### src/rtl/host_fifo_bridge.sv
// Host end of the tagged 34-bit FIFO link: buffers host commands into the command FIFO and
// decodes response words into TX/RX shadow registers. Optional macro RSP_WORD_COUNT_EN adds per-tag word counters.
module host_fifo_bridge #(
  parameter int CMD_DEPTH = 2,
  parameter int STATUS_W  = 16
) (
  input  logic                clk,
  input  logic                rst_n,
  input  logic                cmd_valid,
  output logic                cmd_ready,
  input  logic [1:0]          cmd_tag,
  input  logic [31:0]         cmd_data,
  output logic [33:0]         cmd_fifo_write_data,
  output logic                cmd_fifo_write_inc,
  input  logic                cmd_fifo_write_full,
  input  logic [33:0]         rsp_fifo_read_data,
  output logic                rsp_fifo_read_inc,
  input  logic                rsp_fifo_read_empty,
  output logic                rsp_channel,
  output logic [15:0]         tx_config,
  output logic [STATUS_W-1:0] tx_status,
  output logic [15:0]         rx_config,
  output logic [STATUS_W-1:0] rx_status,
  output logic [31:0]         rx_data,
  output logic                rx_data_valid,
  output logic                shadow_update,
  output logic                protocol_error,
  input  logic                error_clear
`ifdef RSP_WORD_COUNT_EN
  ,
  output logic [15:0]         rsp_count_cfg,
  output logic [15:0]         rsp_count_data,
  output logic [15:0]         rsp_count_status,
  output logic [15:0]         rsp_count_chan
`endif
);

  localparam int AW = $clog2(CMD_DEPTH);
  localparam int CW = AW + 1;

  typedef enum logic [1:0] {EMPTY, PARTIAL, FULL} cmd_state_t;

  cmd_state_t     state;
  logic [33:0]    buf_mem [CMD_DEPTH];
  logic [AW-1:0]  wr_ptr, rd_ptr;
  logic [CW-1:0]  count, count_next;
  logic           accept, push;

  assign accept = cmd_valid && cmd_ready;
  assign push   = (state != EMPTY) && !cmd_fifo_write_full;

  always_comb begin
    count_next = count;
    if (accept && !push)
      count_next = count + 1'b1;
    else if (!accept && push)
      count_next = count - 1'b1;
  end

  // Storage carries no reset; occupancy is defined entirely by the pointers and count.
  always_ff @(posedge clk) begin
    if (accept)
      buf_mem[wr_ptr] <= {cmd_tag, cmd_data};
  end

  always_ff @(posedge clk or negedge rst_n) begin
    if (!rst_n) begin
      state               <= EMPTY;
      wr_ptr              <= '0;
      rd_ptr              <= '0;
      count               <= '0;
      cmd_ready           <= 1'b0;
      cmd_fifo_write_inc  <= 1'b0;
      cmd_fifo_write_data <= '0;
    end else begin
      cmd_fifo_write_inc <= push;
      if (push) begin
        cmd_fifo_write_data <= buf_mem[rd_ptr];
        rd_ptr              <= rd_ptr + 1'b1;
      end
      if (accept)
        wr_ptr <= wr_ptr + 1'b1;
      count     <= count_next;
      cmd_ready <= (count_next < CW'(CMD_DEPTH));
      case (state)
        EMPTY:   if (accept) state <= (count_next == CW'(CMD_DEPTH)) ? FULL : PARTIAL;
        PARTIAL: if (count_next == CW'(CMD_DEPTH)) state <= FULL;
                 else if (count_next == '0) state <= EMPTY;
        FULL:    if (push) state <= PARTIAL;
        default: state <= EMPTY;
      endcase
    end
  end

  logic       pop, bad_data;
  logic [1:0] rsp_tag;

  assign rsp_fifo_read_inc = rst_n && !rsp_fifo_read_empty;
  assign pop               = rsp_fifo_read_inc;
  assign rsp_tag           = rsp_fifo_read_data[33:32];
  assign bad_data          = pop && (rsp_tag == 2'd1) && !rsp_channel;

  always_ff @(posedge clk or negedge rst_n) begin
    if (!rst_n) begin
      rsp_channel    <= 1'b0;
      tx_config      <= '0;
      tx_status      <= '0;
      rx_config      <= '0;
      rx_status      <= '0;
      rx_data        <= '0;
      rx_data_valid  <= 1'b0;
      shadow_update  <= 1'b0;
      protocol_error <= 1'b0;
    end else begin
      shadow_update <= pop && !bad_data;
      rx_data_valid <= pop && (rsp_tag == 2'd1) && rsp_channel;
      if (pop) begin
        case (rsp_tag)
          2'd0: if (rsp_channel) rx_config <= rsp_fifo_read_data[15:0];
                else tx_config <= rsp_fifo_read_data[15:0];
          2'd1: if (rsp_channel) rx_data <= rsp_fifo_read_data[31:0];
          2'd2: if (rsp_channel) rx_status <= rsp_fifo_read_data[STATUS_W-1:0];
                else tx_status <= rsp_fifo_read_data[STATUS_W-1:0];
          default: rsp_channel <= rsp_fifo_read_data[0];
        endcase
      end
      // A new error in the same cycle as a clear must not be lost.
      if (bad_data)
        protocol_error <= 1'b1;
      else if (error_clear)
        protocol_error <= 1'b0;
    end
  end

`ifdef RSP_WORD_COUNT_EN
  always_ff @(posedge clk or negedge rst_n) begin
    if (!rst_n) begin
      rsp_count_cfg    <= '0;
      rsp_count_data   <= '0;
      rsp_count_status <= '0;
      rsp_count_chan   <= '0;
    end else if (pop) begin
      case (rsp_tag)
        2'd0:    if (rsp_count_cfg    != 16'hFFFF) rsp_count_cfg    <= rsp_count_cfg    + 16'd1;
        2'd1:    if (rsp_count_data   != 16'hFFFF) rsp_count_data   <= rsp_count_data   + 16'd1;
        2'd2:    if (rsp_count_status != 16'hFFFF) rsp_count_status <= rsp_count_status + 16'd1;
        default: if (rsp_count_chan   != 16'hFFFF) rsp_count_chan   <= rsp_count_chan   + 16'd1;
      endcase
    end
  end
`endif

endmodule

### config.mk
export PLATFORM = sky130hd
export DESIGN_NAME = host_fifo_bridge
export DESIGN_NICKNAME = d
export VERILOG_FILES = /design/src/rtl/host_fifo_bridge.sv
export SDC_FILE = /design/constraint.sdc
export NUM_CORES = 1
export LEC_CHECK = 0
export BUFFER_PORTS_ARGS = -buffer_cell sky130_fd_sc_hd__buf_2
export CELL_PAD_IN_SITES_DETAIL_PLACEMENT = 1
export CELL_PAD_IN_SITES_GLOBAL_PLACEMENT = 1
export CORE_UTILIZATION = 25
export DETAILED_ROUTE_END_ITERATION = 8
export MAX_ROUTING_LAYER = met4
export PLACE_DENSITY_LB_ADDON = 0.1
export SETUP_SLACK_MARGIN = 0.4
export SYNTH_ARGS = -nofsm -noshare
export SYNTH_HDL_FRONTEND = slang
export SYNTH_SLANG_ARGS = --single-unit
### constraint.sdc
create_clock -name clk -period 7.05 [get_ports clk]
set_input_delay 1.41 -clock clk [delete_from_list [all_inputs] [get_ports clk]]
set_output_delay 1.41 -clock clk [all_outputs]
set_load 0.05 [all_outputs]
Word-level counts from Yosys, hierarchy flattened:

Memories as Yosys holds them, arrays and structs flattened. A register that Yosys moved wholly into a read port is not among the register bits.
Index checks and enable logic that the tools add are counted.

* word-level logic and storage cells: 72
* input port bits: 74
* bits in writable memories: 68
* memories kept: 1
* bits in registers: 108
* output and inout bits: 137

Memories
* buf_mem: words 2, width 34, read ports 1, clocked after memory_dff 1, wr ports 1, line 44 `logic [33:0] buf_mem [CMD_DEPTH];`

* $lt $le $gt $ge: 1
* multiplexer cells: 12
* bitwise operators: 2
* equal/unequal tests: 8
* add/sub/neg operators: 4
* reductions and logical operators: 29

Operator list (number)
* 3-bit AND reduction: 6
* 2-bit two-way mux: 7
* 1-bit logical AND: 9
* 1-bit zero test: 7
* 2-bit equality test (second input constant): 3
* 2-bit zero test: 3
* 2-bit case mux with 3 select lines: 1
* 2-bit by 1-bit equality test with 1-bit output (second input constant): 2
* 1-bit two-way mux: 4
* 2-bit != test (second input constant): 2
* 2-bit nonzero test: 2
* 3-bit != test (second input constant): 1
* 3-bit OR reduction: 1
* 1-bit adder (second input constant): 2
* 2-bit by 1-bit adder with 2-bit output (second input constant): 1
* 2-bit less-than comparator (second input constant): 1
* 1-bit NOT: 2
* 2-bit AND reduction: 1
* 2-bit by 1-bit subtractor with 2-bit output (second input constant): 1

Logic depth before layout (Yosys ltp):

* depth after elaboration: 9
* mapped depth: 6

Least setup slack after synthesis:

No wires, ideal clock.

* path kind: input to register
* from: in cmd_valid
* to: mem buf_mem[0][0], enable pin
* slack: 3.570 ns
* stages on the path: 2
* library setup time: 0.425 ns
* arrival time: 3.054 ns
* required time: 6.625 ns
* buffers on the path: 0
* path through: nand2_1 > nor2_1

* word-level cells in the longest chain between the ends: 3

Ends and longest elaborated chain
* start, declared: line 9 `input logic cmd_valid,`
* 1-bit logical AND: line 49 `assign accept = cmd_valid && cmd_ready;`
* 1-bit two-way mux: line 62 `if (accept)`
* 1-bit two-way mux (not written as such): line 63 `buf_mem[wr_ptr] <= {cmd_tag, cmd_data};`
* end, declared: line 44

No other way between the ends.

Worst setup path in the final report:

* from: in rst_n
* to: out rsp_fifo_read_inc

* word-level cells in the longest chain between the ends: 1

Ends and longest elaborated chain
* start, declared: line 8 `input logic rst_n,`
* 1-bit logical AND: line 98 `assign rsp_fifo_read_inc = rst_n && !rsp_fifo_read_empty;`
* end, declared: line 17 `output logic rsp_fifo_read_inc,`

No other way between the ends.

==> metrics.md <==
| Metric | Value |
|---|---|
| Routed Antenna Nets | `0` |
| Clock Latency Late Sink | `roughly 0.52 ns` |
| Via Count | `~4800` |
| Final setup TNS | `0 ns` |
| Critical path launch point | `rst_n` |
| Vias in the first global route | `approximately 5400` |
| Nets | `774` |
| CP cell instances | `buf_6, nand2b_4, inv_2, buf_2` |
| Post-synthesis average cell area | `about 17 µm²` |
| CTS tree | `built` |
| Post-synth EDFFs | `68` |
| Synth top area share | `between 40% and 50%` |
| Syn Nets | `between 500 and 600` |
| Yosys reg bits | `210` |
| CP Max Fanout | `between 70 and 80` |
| Chip Width | `181 µm` |
| Setup Skew | `~0.0053 ns` |
| Yosys warns | `0` |
| Yosys top cell by area | `dfrtp_1` |
| Required @ worst endpoint | `between 5 and 6 ns` |
| Max Slew Vio Count | `0` |
| Vias per cell | `4.22` |
| Clock Sinks | `210` |
| Post-Syn Area | `about 0.0080 mm²` |
| Initial antenna violation count | `6` |
| Post-cts sizing count | `0` |
| Synth cell types | `36` |
| Remaining global-route overflow | `0` |
| Static Leak | `4.78 nW` |
| Die Span Y | `between 150 and 200 µm` |
| # port buffers | `210` |
| Worst ir drop on vdd | `0.255 mV` |
| DR WL/cell | `approximately 18 µm` |
| H-tree depth | `1` |
| Sequential-to-total area share from yosys stat | `between 60% and 70%` |
| Post-detailed-routing wire length | `between 15000 and 20000 µm` |
| Top FF cell, synth | `dfrtp_1` |
| Final worst-path cycle share | `roughly 55%` |
| RR Startpoint | `rsp_channel` |
| Crit-path max cell delay | `around 0.51 ns` |
| Drt first-iter violations | `about 170` |
| FFs w/ async S/R, synth | `about two thirds` |
| CP Capture Type | `primary output` |
| CTS root buf | `clkbuf_16` |
| Post-synth top cells | `dfrtp_1 (142), edfxtp_1 (68), mux2_4 (49), mux2_2 (48), o21ai_0 (36)` |
| Hold Startpoint | `cmd_fifo_write_data[11]` |
| Min Tclk post-route | `just under 4 ns` |
| Final Setup Violations | `0` |
| Post-CTS Hold Fix Bufs | `0` |
| Hold Fails Final Rpt | `0` |
| Clock transition at path regs | `about 0.05 ns` |
| First-pass GRT wire length | `between 30000 and 40000 µm` |
| Fin area | `between 0.01 and 0.015 mm²` |
| Slowest-stage cell, CP | `buf_6` |
| Core box area | `about 0.032 mm²` |
| Area contributors post-synth | `dfrtp_1 (44%), edfxtp_1 (25%), mux2_4 (9.2%), mux2_2 (6.7%), mux2i_1 (4.2%)` |
| Total track usage | `12.8%` |
| Flop-to-flop setup slack | `~5 ns` |
| Most frequent cell after synthesis | `dfrtp_1` |
| Residual DRC count | `0` |
| Fillers | `3377` |
| Peak Freq | `256 MHz` |
| Slew HR | `about a quarter` |
| Startpoint types | `input port` |
| Clock buffer depth | `3` |
| # Post-CTS Setup Buffers | `0` |
| CP arrival | `approximately 2.5 ns` |
| Min-Delay Path Class | `register to register` |
| DIE AREA | `between 0.03 and 0.04 mm²` |
| Initial core utilization | `between 20% and 30%` |
| Largest net degree at the start of global routing | `73` |
| Dpl hpwl | `around 13000 µm` |
| I/O pin cnt | `approximately 210` |
| Drt pass-1 iters | `4` |
| Power Density | `502 mW/mm²` |
| Worst Tran Pin Value | `around 1.1 ns` |
| Status | `finished clean` |
| Syn-to-layout area delta | `29.2%` |
| RSZ-0062 raised after global routing | `false` |
| Share of layout cells above drive strength 1 | `50.8%` |
| Placer Congestion | `~0.74` |
| Cells after synthesis | `approximately 480` |
| MaxCap Viol Count | `0` |
| CTS Buf Count | `26` |
| Row count | `65` |
| Dpl cell area | `~0.0094 mm²` |
| Crit path kind | `input port to primary output` |
cell usage in the layout, fill, tap and decap left out, types with 2 or more instances in the layout:
master / count
nand2_1: 35
nand3_1: 2
diode_2: 6
dfrtp_1: 141
clkbuf_8: 9
mux2i_1: 34
nor2_1: 5
a22oi_1: 2
edfxtp_1: 68
o21ai_0: 36
and3_2: 2
clkbuf_1: 5
clkinv_2: 2
nand2_2: 2
xnor2_1: 7
a21oi_1: 2
mux2_2: 48
nor2_2: 2
buf_2: 209
clkinv_1: 3
buf_4: 5
bufinv_16: 2
o31ai_1: 2
inv_1: 4
clkbuf_16: 27
mux2_4: 49
path summary, 6_finish.rpt:
check	endpoint	depth (start not counted)
min in group asynchronous	rx_data[26]	1
worst max register to register	rx_data[31]	2
max in group asynchronous	cmd_fifo_write_data[25]	2
worst min register to register	cmd_fifo_write_data[11]	2
worst min-delay path	cmd_fifo_write_data[11]	2
worst max-delay path	rsp_fifo_read_inc	4
power by group:
part | internal (mW) | switching [mW] | leakage, nW
clock network | 0.862 | 0.506 | 0.444
registers | 1.64 | 0.208 | 2.38
logic | 0.536 | 1.44 | 1.95
total | 3.04 | 2.16 | 4.78
metal layers:
metal	wire length [µm]	share of wire [%]	GRT usage, %
met1	9010	45	16.4
met2	9100	46	19.9
met3	1200	6.0	3.35
met4	515	2.6	3.66
met5	0	0	-
cell type report:
type                    instances  area (µm²)  area share, %
clock inverters                 7        81.3          0.785
multi-input cells             242        2230           21.5
well taps                     402         503           4.86
flip-flops and latches        210        5600           54.0
diodes                          6        15.0          0.145
inverters                       5        18.8          0.181
repair buffers                215        1090           10.6
clock buffers                  41         818           7.90
per-stage QoR:
step	hold WS [ns]	utilization [%]	total power, mW	setup WS (ns)	std cells
after detailed placement	0.477	29.9	3.89	3.08	1074
after global routing	0.506	32.8	5.47	2.98	1128
after floorplan	0.461	-	3.34	3.57	479
after global placement	0.463	29.9	3.85	3.12	1074
after CTS	0.491	32.8	5.30	3.08	1122
final	0.480	32.8	5.20	3.15	1128
critical path: cells and delay by family:
family,cells,cell delay [ns]
buf+inv,3,0.90
simple gates,1,0.14
cell families after synthesis:
kind of cell,after synthesis,share of synthesized area (%)
buffers and inverters,27,2.58
AOI/OAI and AO/OA,46,3.14
DFF,210,69.8
xor gates and xnor gates,7,0.765
and+or+nand+nor,58,3.53
muxes,131,20.2
state kept, by name, indices dropped and copies added (netlist names):
name                 count
rsp_channel              1
tx_config               16
cmd_fifo_write_inc       1
tx_status               16
cmd_fifo_write_data     34
state                    2
rx_config               16
rx_data                 32
rd_ptr                   1
buf_mem                 68
rx_data_valid            1
count                    2
shadow_update            1
rx_status               16
wr_ptr                   1
cmd_ready                1
protocol_error           1
No activity file was read; power rests on OpenSTA's default activity.
